### config.mk
export PLATFORM = sky130hd
export DESIGN_NAME = led_pattern_controller
export DESIGN_NICKNAME = d
export VERILOG_FILES = /design/src/rtl/board_pkg.sv /design/src/rtl/switch_debouncer.sv /design/src/rtl/led_pattern_controller.sv
export SDC_FILE = /design/constraint.sdc
export NUM_CORES = 1
export LEC_CHECK = 0
export CORE_MARGIN = 1.5
export CORE_UTILIZATION = 45
export DETAILED_ROUTE_END_ITERATION = 12
export PLACE_DENSITY_LB_ADDON = 0.05
export SYNTH_ARGS = -nofsm -noshare
export SYNTH_HDL_FRONTEND = slang
export SYNTH_SLANG_ARGS = --single-unit
### constraint.sdc
create_clock -name clock -period 4.47 [get_ports clock]
set_input_delay 1.1175 -clock clock [delete_from_list [all_inputs] [get_ports clock]]
set_output_delay 1.1175 -clock clock [all_outputs]
set_load 0.02 [all_outputs]
### src/rtl/board_pkg.sv
// Shared mode encoding and pattern helpers for the board-test LED controller.
package board_pkg;

  typedef enum logic [1:0] {
    MODE_MIRROR = 2'd0,
    MODE_WALK   = 2'd1,
    MODE_BLINK  = 2'd2,
    MODE_COUNT  = 2'd3
  } mode_t;

  localparam logic [3:0] WALK_INIT  = 4'b0001;
  localparam logic [3:0] BLINK_INIT = 4'b1111;
  localparam logic [3:0] COUNT_INIT = 4'b0000;

  // MIRROR has no stored pattern; it starts from the live debounced levels.
  function automatic logic [3:0] init_pattern(input mode_t m, input logic [3:0] mirror);
    case (m)
      MODE_WALK:  return WALK_INIT;
      MODE_BLINK: return BLINK_INIT;
      MODE_COUNT: return COUNT_INIT;
      default:    return mirror;
    endcase
  endfunction

  function automatic logic [3:0] step_pattern(input mode_t m, input logic [3:0] p,
                                              input logic down);
    case (m)
      MODE_WALK:  return down ? {p[0], p[3:1]} : {p[2:0], p[3]};
      MODE_BLINK: return ~p;
      MODE_COUNT: return down ? p - 4'd1 : p + 4'd1;
      default:    return p;
    endcase
  endfunction

endpackage

### src/rtl/switch_debouncer.sv
// Two-flop synchroniser plus stability counter for one switch; `clean` only
// follows `raw` after DEBOUNCE_COUNT consecutive mismatching cycles.
module switch_debouncer #(
  parameter int DEBOUNCE_COUNT = 50000
) (
  input  logic clock,
  input  logic reset_n,
  input  logic raw,
  output logic clean
);

  localparam int CW = $clog2(DEBOUNCE_COUNT);
  localparam logic [CW-1:0] LAST = CW'(DEBOUNCE_COUNT - 1);

  logic          sync1;
  logic          sync2;
  logic [CW-1:0] cnt;

  always_ff @(posedge clock) begin
    if (!reset_n) begin
      sync1 <= 1'b0;
      sync2 <= 1'b0;
      cnt   <= '0;
      clean <= 1'b0;
    end else begin
      sync1 <= raw;
      sync2 <= sync1;
      if (sync2 == clean) begin
        cnt <= '0;
      end else if (cnt == LAST) begin
        clean <= sync2;
        cnt   <= '0;
      end else begin
        cnt <= cnt + 1'b1;
      end
    end
  end

endmodule

### src/rtl/led_pattern_controller.sv
// Board-test controller: debounced switches select and pace one of four LED
// patterns; switch 0 cycles the mode, switch 1 toggles pause.
module led_pattern_controller
  import board_pkg::*;
#(
  parameter int DEBOUNCE_COUNT = 50000,
  parameter int TICK_COUNT     = 12500000
) (
  input  logic       clock,
  input  logic       reset_n,
  input  logic [3:0] switches,
  output logic [3:0] leds,
  output logic [1:0] mode,
  output logic       tick
);

  localparam int PW = $clog2(TICK_COUNT);
  localparam logic [PW-1:0] TERM_NORM = PW'(TICK_COUNT - 1);
  localparam logic [PW-1:0] TERM_FAST = PW'(TICK_COUNT / 4 - 1);

  logic [3:0]    deb;
  logic [3:0]    deb_prev;
  mode_t         mode_q, mode_nxt;
  logic          paused, paused_nxt;
  logic [PW-1:0] pcnt, pcnt_nxt;
  logic [3:0]    pattern, pattern_nxt;
  logic          tick_nxt;
  logic          press0, press1;
  logic [PW-1:0] term;
  logic          tick_due;

  for (genvar i = 0; i < 4; i++) begin : g_deb
    switch_debouncer #(.DEBOUNCE_COUNT(DEBOUNCE_COUNT)) u_deb (
      .clock   (clock),
      .reset_n (reset_n),
      .raw     (switches[i]),
      .clean   (deb[i])
    );
  end

  assign press0 = deb[0] & ~deb_prev[0];
  assign press1 = deb[1] & ~deb_prev[1];

  // ">=" rather than "==" so a switch to fast speed mid-count wraps at once.
  assign term     = deb[3] ? TERM_FAST : TERM_NORM;
  assign tick_due = !paused && (pcnt >= term);

  always_comb begin
    mode_nxt    = mode_q;
    paused_nxt  = paused ^ press1;
    pcnt_nxt    = pcnt;
    pattern_nxt = pattern;
    tick_nxt    = 1'b0;
    if (!paused) pcnt_nxt = tick_due ? '0 : pcnt + 1'b1;
    if (press0) begin
      // Mode change beats a coincident tick: the step and its pulse are dropped.
      mode_nxt    = mode_t'(mode_q + 2'd1);
      pcnt_nxt    = '0;
      pattern_nxt = init_pattern(mode_nxt, deb);
    end else begin
      tick_nxt = tick_due;
      if (mode_q == MODE_MIRROR) pattern_nxt = deb;
      else if (tick_due) pattern_nxt = step_pattern(mode_q, pattern, deb[2]);
    end
  end

  always_ff @(posedge clock) begin
    if (!reset_n) begin
      deb_prev <= '0;
      mode_q   <= MODE_MIRROR;
      paused   <= 1'b0;
      pcnt     <= '0;
      pattern  <= '0;
      tick     <= 1'b0;
    end else begin
      deb_prev <= deb;
      mode_q   <= mode_nxt;
      paused   <= paused_nxt;
      pcnt     <= pcnt_nxt;
      pattern  <= pattern_nxt;
      tick     <= tick_nxt;
    end
  end

  assign leds = pattern;
  assign mode = mode_q;

endmodule

### Word-level counts from Yosys, hierarchy flattened

Index checks and enable logic that the tools add are counted.

* output and inout bits: 7
* bits in registers: 110
* input bits: 6

* mux-type cells: 9
* magnitude comparators: 1
* bitwise logic cells: 11
* equality and inequality tests: 14
* reductions and logical operators: 15
* add/sub/neg operators: 8

Operators with widths (number)
* adder 16 x 1 -> 16 bit, second input constant: 4
* == test 16 bit, second input constant: 4
* two-way mux 24 bit: 2
* adder 24 x 1 -> 24 bit, second input constant: 1
* >= comparator 24 bit: 1
* one-hot mux 4 bit (3 select lines): 2
* two-way mux 4 bit: 5
* OR reduction 3 bit: 4
* AND reduction 2 bit: 5
* == test 2 bit, second input constant: 4
* NOT 1 bit: 7
* nonzero test 5 bit: 1
* adder 4 x 1 -> 4 bit, second input constant: 1
* == test 1 bit: 4
* == test 2 x 1 -> 1 bit, second input constant: 2
* NOT 4 bit: 1
* subtractor 4 x 1 -> 4 bit, second input constant: 1
* nonzero test 3 bit: 1
* adder 2 x 1 -> 2 bit, second input constant: 1
* bitwise AND 1 bit: 2
* logical NOT 2 bit: 1
* OR reduction 2 bit: 1
* logical AND 1 bit: 1
* logical NOT 1 bit: 1
* XOR 1 bit: 1

### Logic depth before layout (Yosys ltp)

* depth in word-level cells: 6
* depth in mapped cells: 9
* depth with buffers taken out: 8

### Hierarchy

From an unflattened synthesis, not the netlist that was laid out.

* cells, all modules: 586
* area total of the unflattened synthesis: 5492.8 um^2

By module, submodules not included
* switch_debouncer: cells each 87, area an instance 837.1 um^2, instances 4, sequential area each 380.4 um^2
* led_pattern_controller: cells each 238, area an instance 2144.6 um^2, instances 1, sequential area each 680.7 um^2

### Worst setup path before layout

OpenSTA, ideal clock, no wires.

* kind: register to register
* start: register g_deb[3].u_deb.clean
* end: register pcnt[23]
* stages on the path, launching flop included: 10
* arrival: 1.850 ns
* setup time: 0.115 ns
* data required time: 4.355 ns
* slack: 2.506 ns
* cells stage by stage: dfxtp_1 inv_1 ha_1 nor3_1 nor4b_1 nand4_1 a31oi_1 nand3b_4 buf_6 nor2_1

* word-level cells in the longest chain between the ends: 4

RTL lines
* start: declaration: line switch_debouncer.sv:9 `output logic clean`
* start signal: assignment: line switch_debouncer.sv:31 `clean <= sync2;`
* two-way mux 24 bit: line led_pattern_controller.sv:45 `assign term = deb[3] ? TERM_FAST : TERM_NORM;`
* >= comparator 24 bit: line led_pattern_controller.sv:46 `assign tick_due = !paused && (pcnt >= term);`
* logical AND 1 bit: line led_pattern_controller.sv:46
* two-way mux 24 bit: line led_pattern_controller.sv:54 `if (!paused) pcnt_nxt = tick_due ? '0 : pcnt + 1'b1;`
* end signal: assignment: line led_pattern_controller.sv:79 `pcnt <= pcnt_nxt;`
* end: declaration: line led_pattern_controller.sv:25 `logic [PW-1:0] pcnt, pcnt_nxt;`

Every way passes these cells.
A chain may end at the register's enable or synchronous reset.

### Final worst setup path

* start: register pattern[1] (netlist: leds[1])
* end: output port leds[1]

RTL lines
* start: declaration: line led_pattern_controller.sv:26 `logic [3:0] pattern, pattern_nxt;`
* start signal: assignment: line led_pattern_controller.sv:80 `pattern <= pattern_nxt;`
* end: declaration: line led_pattern_controller.sv:12 `output logic [3:0] leds,`

No word-level cell between the ends.

==> key figures <==
Status
  – Outcome: finished, final reports clean

Yosys
  – Ys Warns: 0
  – Post-Synthesis Cells: 581
  – Sequential-to-total area share from yosys stat: 0.4268
  – Most frequent cell after synthesis: nor2_1
  – Post-Syn Area: 0.005160 mm^2
  – Post-synth top area share: 0.4268
  – Synthesized Nets: 608
  – Commonest cells in the netlist: 112 x nor2_1, 110 x dfxtp_1, 48 x xor2_1
  – Yosys reg bits: 110
  – Post-synth EDFFs: 0
  – Area leader, netlist: dfxtp_1
  – FFs w/ async S/R, synth: 0
  – Mean Syn Cell Area: 8.881 um^2
  – Synth Flop Type: dfxtp_1
  – Ranking of synthesized cells by area: dfxtp_1 43%, nor2_1 8.1%, xor2_1 8.1%, xnor2_1 6.6%, ha_1 4.8%
  – Netlist cell types: 56

Place
  – Dpl hpwl: 6210 um
  – Post-DP Area: 0.005365 mm^2
  – Placed Cells: 718
  – Pre-CTS WS: 1606 ps
  – PortBufs: 12
  – Routability cong.: 0.7655

Min path
  – Hold Startpoint: g_deb[1].u_deb.sync1
  – Hold path endpoint: g_deb[1].u_deb.sync2
  – Worst hold path class: reg -> reg
  – Worst Hold Depth: 1

Critical path
  – Slowest CP cell: clkdlybuf4s50_1
  – Critical path's largest stage delay: 670 ps
  – Worst path bufs/invs: 1
  – CP top delay family: buffers and inverters
  – Cell Chain, Critical Path: clkdlybuf4s50_1
  – Critical R2R Launch: g_deb[3].u_deb.clean
  – Crit path capture type: output port
  – Arrival @ worst endpoint: 1520 ps
  – Capturing point of the worst reg2reg path: pcnt[4]
  – Crit Path Category: reg -> out
  – CP max FO: 7
  – FF-to-FF path depth: 8
  – Crit start category: flip-flop
  – CP Data Required Time: 3350 ps
  – R2r setup slk: 2040 ps

GRT
  – Global-route wire length before repair: 15540 um
  – Congestion Overflow GR: 0
  – Vias in the first global route: 3483
  – Largest net degree at the start of global routing: 25
  – GRT Util Overall: 0.1667
  – Initial antenna violation count: 0

CTS
  – Setup Buffers After CTS: 0
  – H-tree depth: 3
  – Clock tree sinks: 110
  – CTS clk-pin slew, worst paths: 70 ps
  – Clk_lat worst skew: 350 ps
  – CTS Hold Bufs: 0
  – CTS Buffer Depth: 2
  – CTS Buf Count: 9
  – CTS root buf: clkbuf_16
  – Resized cells post-CTS: 0
  – CTS tree: done

Timing
  – Slew Limit Headroom: 0.2381
  – Slew Limit Fails: 0
  – Final number of setup-violating endpoints: 0
  – Clk_skew: 6.552 ps
  – RSZ-0062 raised after global routing: false
  – Fin crit share: 0.5902
  – Final setup TNS: 0 ps
  – FMAX: 0.3790 GHz
  – Worst Tran Pin Value: 1138 ps
  – Endpoints failing hold: 0
  – Minimum clock period: 2638 ps
  – Slack of the critical path: 1832 ps

Floorplanning
  – Die Ht: 110.1 um
  – Row Count: 38
  – Total die area: 0.01212 mm^2
  – Die width: 110.1 um
  – Core area: 0.01103 mm^2
  – Initial Util: 0.4678
  – # IOs: 13

Pwr
  – Internal: 1374 uW
  – Leak: 0.001964 uW
  – Clock power frac: 0.418
  – Pwr/cell area: 311.0 mW/mm^2
  – Sw power: 376.5 uW
  – Switching part of the total: 0.2150
  – Peak supply drop: 0.2936 mV
  – Comb pwr share: 0.016
  – Sequential Power Share: 0.566

Finish
  – Layout area overhead: 9.093%
  – Non-Filler Instances: 733
  – Inserted Diodes: 0
  – Utilization after layout: 0.5103
  – Share of cells above drive strength 1: 0.04890
  – Register area: 0.002202 mm^2
  – Fin area: 0.005629 mm^2
  – Nets: 616
  – Fillcell total: 1051
  – Multi-input logic area: 0.002785 mm^2

Detailed routing
  – DR iter-0 viols: 157
  – DRT Pass-1 Iters: 4
  – Via count: 3698
  – Post-route DRC violation count: 0
  – Wire length per cell: 12.20 um
  – Via/cell ratio: 5.045
  – Total Routed Length: 8939 um
  – ANT nets after route: 0

Job
  – Max Cap Viol: 0
-- worst max-delay path by stage --
stage	start	endpoint	cells after the start
2_1_floorplan	g_deb[3].u_deb.clean	pcnt[23]	9
4_1_cts	leds[0]	leds[0]	1
5_1_grt	g_deb[3].u_deb.clean	pcnt[1]	8
3_3_place_gp	reset_n	leds[1]	5
3_5_place_dp	reset_n	leds[1]	5
6_report	leds[1]	leds[1]	1
-- registers in the layout, indices dropped and copies added (netlist names) --
name and flops:
paused 1, mode 2, pcnt 24, g_deb.u_deb.cnt 64
tick 1, g_deb.u_deb.sync1 4, g_deb.u_deb.sync2 4, deb_prev 2
g_deb.u_deb.clean 4, leds 4
-- area by class of cell --
| type | count | area share |
|---|---|---|
| clock inverter | 5 | 0.006224 |
| timing repair buffer | 13 | 0.02267 |
| multi-input combinational | 435 | 0.4948 |
| tap | 140 | 0.03112 |
| clock buffer | 10 | 0.04068 |
| sequential | 110 | 0.3912 |
| inverter | 20 | 0.01334 |
-- cells by family (layout without fill, tap and decap cells) --
group,count (synthesis),count (layout),synth area share
multiplexers,13,13,0.02522
AO/OA/AOI/OAI,27,27,0.03492
XOR/XNOR,87,87,0.1477
AND/OR/NAND/NOR,287,287,0.2796
flip-flops,110,110,0.4268
buffers and inverters,36,48,0.03346
adder cells (fa/ha/maj),21,21,0.05238
-- power by group through the flow --
stage	logic (uW)	registers [uW]	clock network [uW]
3_5_place_dp	29.5	1010	0
6_report	28.5	991	731
4_1_cts	29.5	991	765
2_1_floorplan	22.4	1010	0
3_3_place_gp	28.5	1010	0
5_1_grt	32.7	992	797
-- through the flow --
step                      total power [uW]  hold WS [ps]
final                                 1751         432.8
after global routing                  1822         451.7
after CTS                             1785         436.1
after detailed placement              1044         418.5
after global placement                1042         415.1
after floorplan                       1035         411.9
-- metal layers --
layer / track usage / up-vias / share of wire
met5: 0 / - / 0
met4: 0.05288 / 0 / 0.014
met3: 0.05879 / 9 / 0.041
met2: 0.2662 / 28 / 0.44
met1: 0.2103 / 1707 / 0.50
li1: - / 1954 / -
-- cells in the final DEF, fill, tap and decap left out, types with 2 or more instances in the layout --
| cell | Yosys | final |
|---|---|---|
| a2111oi_0 | 2 | 2 |
| a21oi_1 | 6 | 6 |
| a221oi_1 | 2 | 2 |
| a31oi_1 | 2 | 2 |
| and2_1 | 13 | 13 |
| and3_1 | 15 | 15 |
| clkbuf_16 | 0 | 9 |
| clkdlybuf4s50_1 | 0 | 12 |
| clkinv_2 | 0 | 2 |
| dfxtp_1 | 110 | 110 |
| ha_1 | 20 | 20 |
| inv_1 | 20 | 20 |
| mux2i_1 | 13 | 13 |
| nand2_1 | 42 | 42 |
| nand3_1 | 26 | 26 |
| nand3b_1 | 3 | 3 |
| nand4_1 | 17 | 17 |
| nand4b_1 | 2 | 2 |
| nor2_1 | 112 | 112 |
| nor2_2 | 2 | 2 |
| nor2b_1 | 8 | 8 |
| nor3_1 | 19 | 19 |
| nor4_1 | 2 | 2 |
| nor4b_1 | 4 | 4 |
| o211ai_1 | 3 | 3 |
| o21ai_0 | 6 | 6 |
| or2_2 | 2 | 2 |
| or3_1 | 4 | 4 |
| xnor2_1 | 39 | 39 |
| xor2_1 | 48 | 48 |
Note: power is estimated with default switching activity, not from simulation.
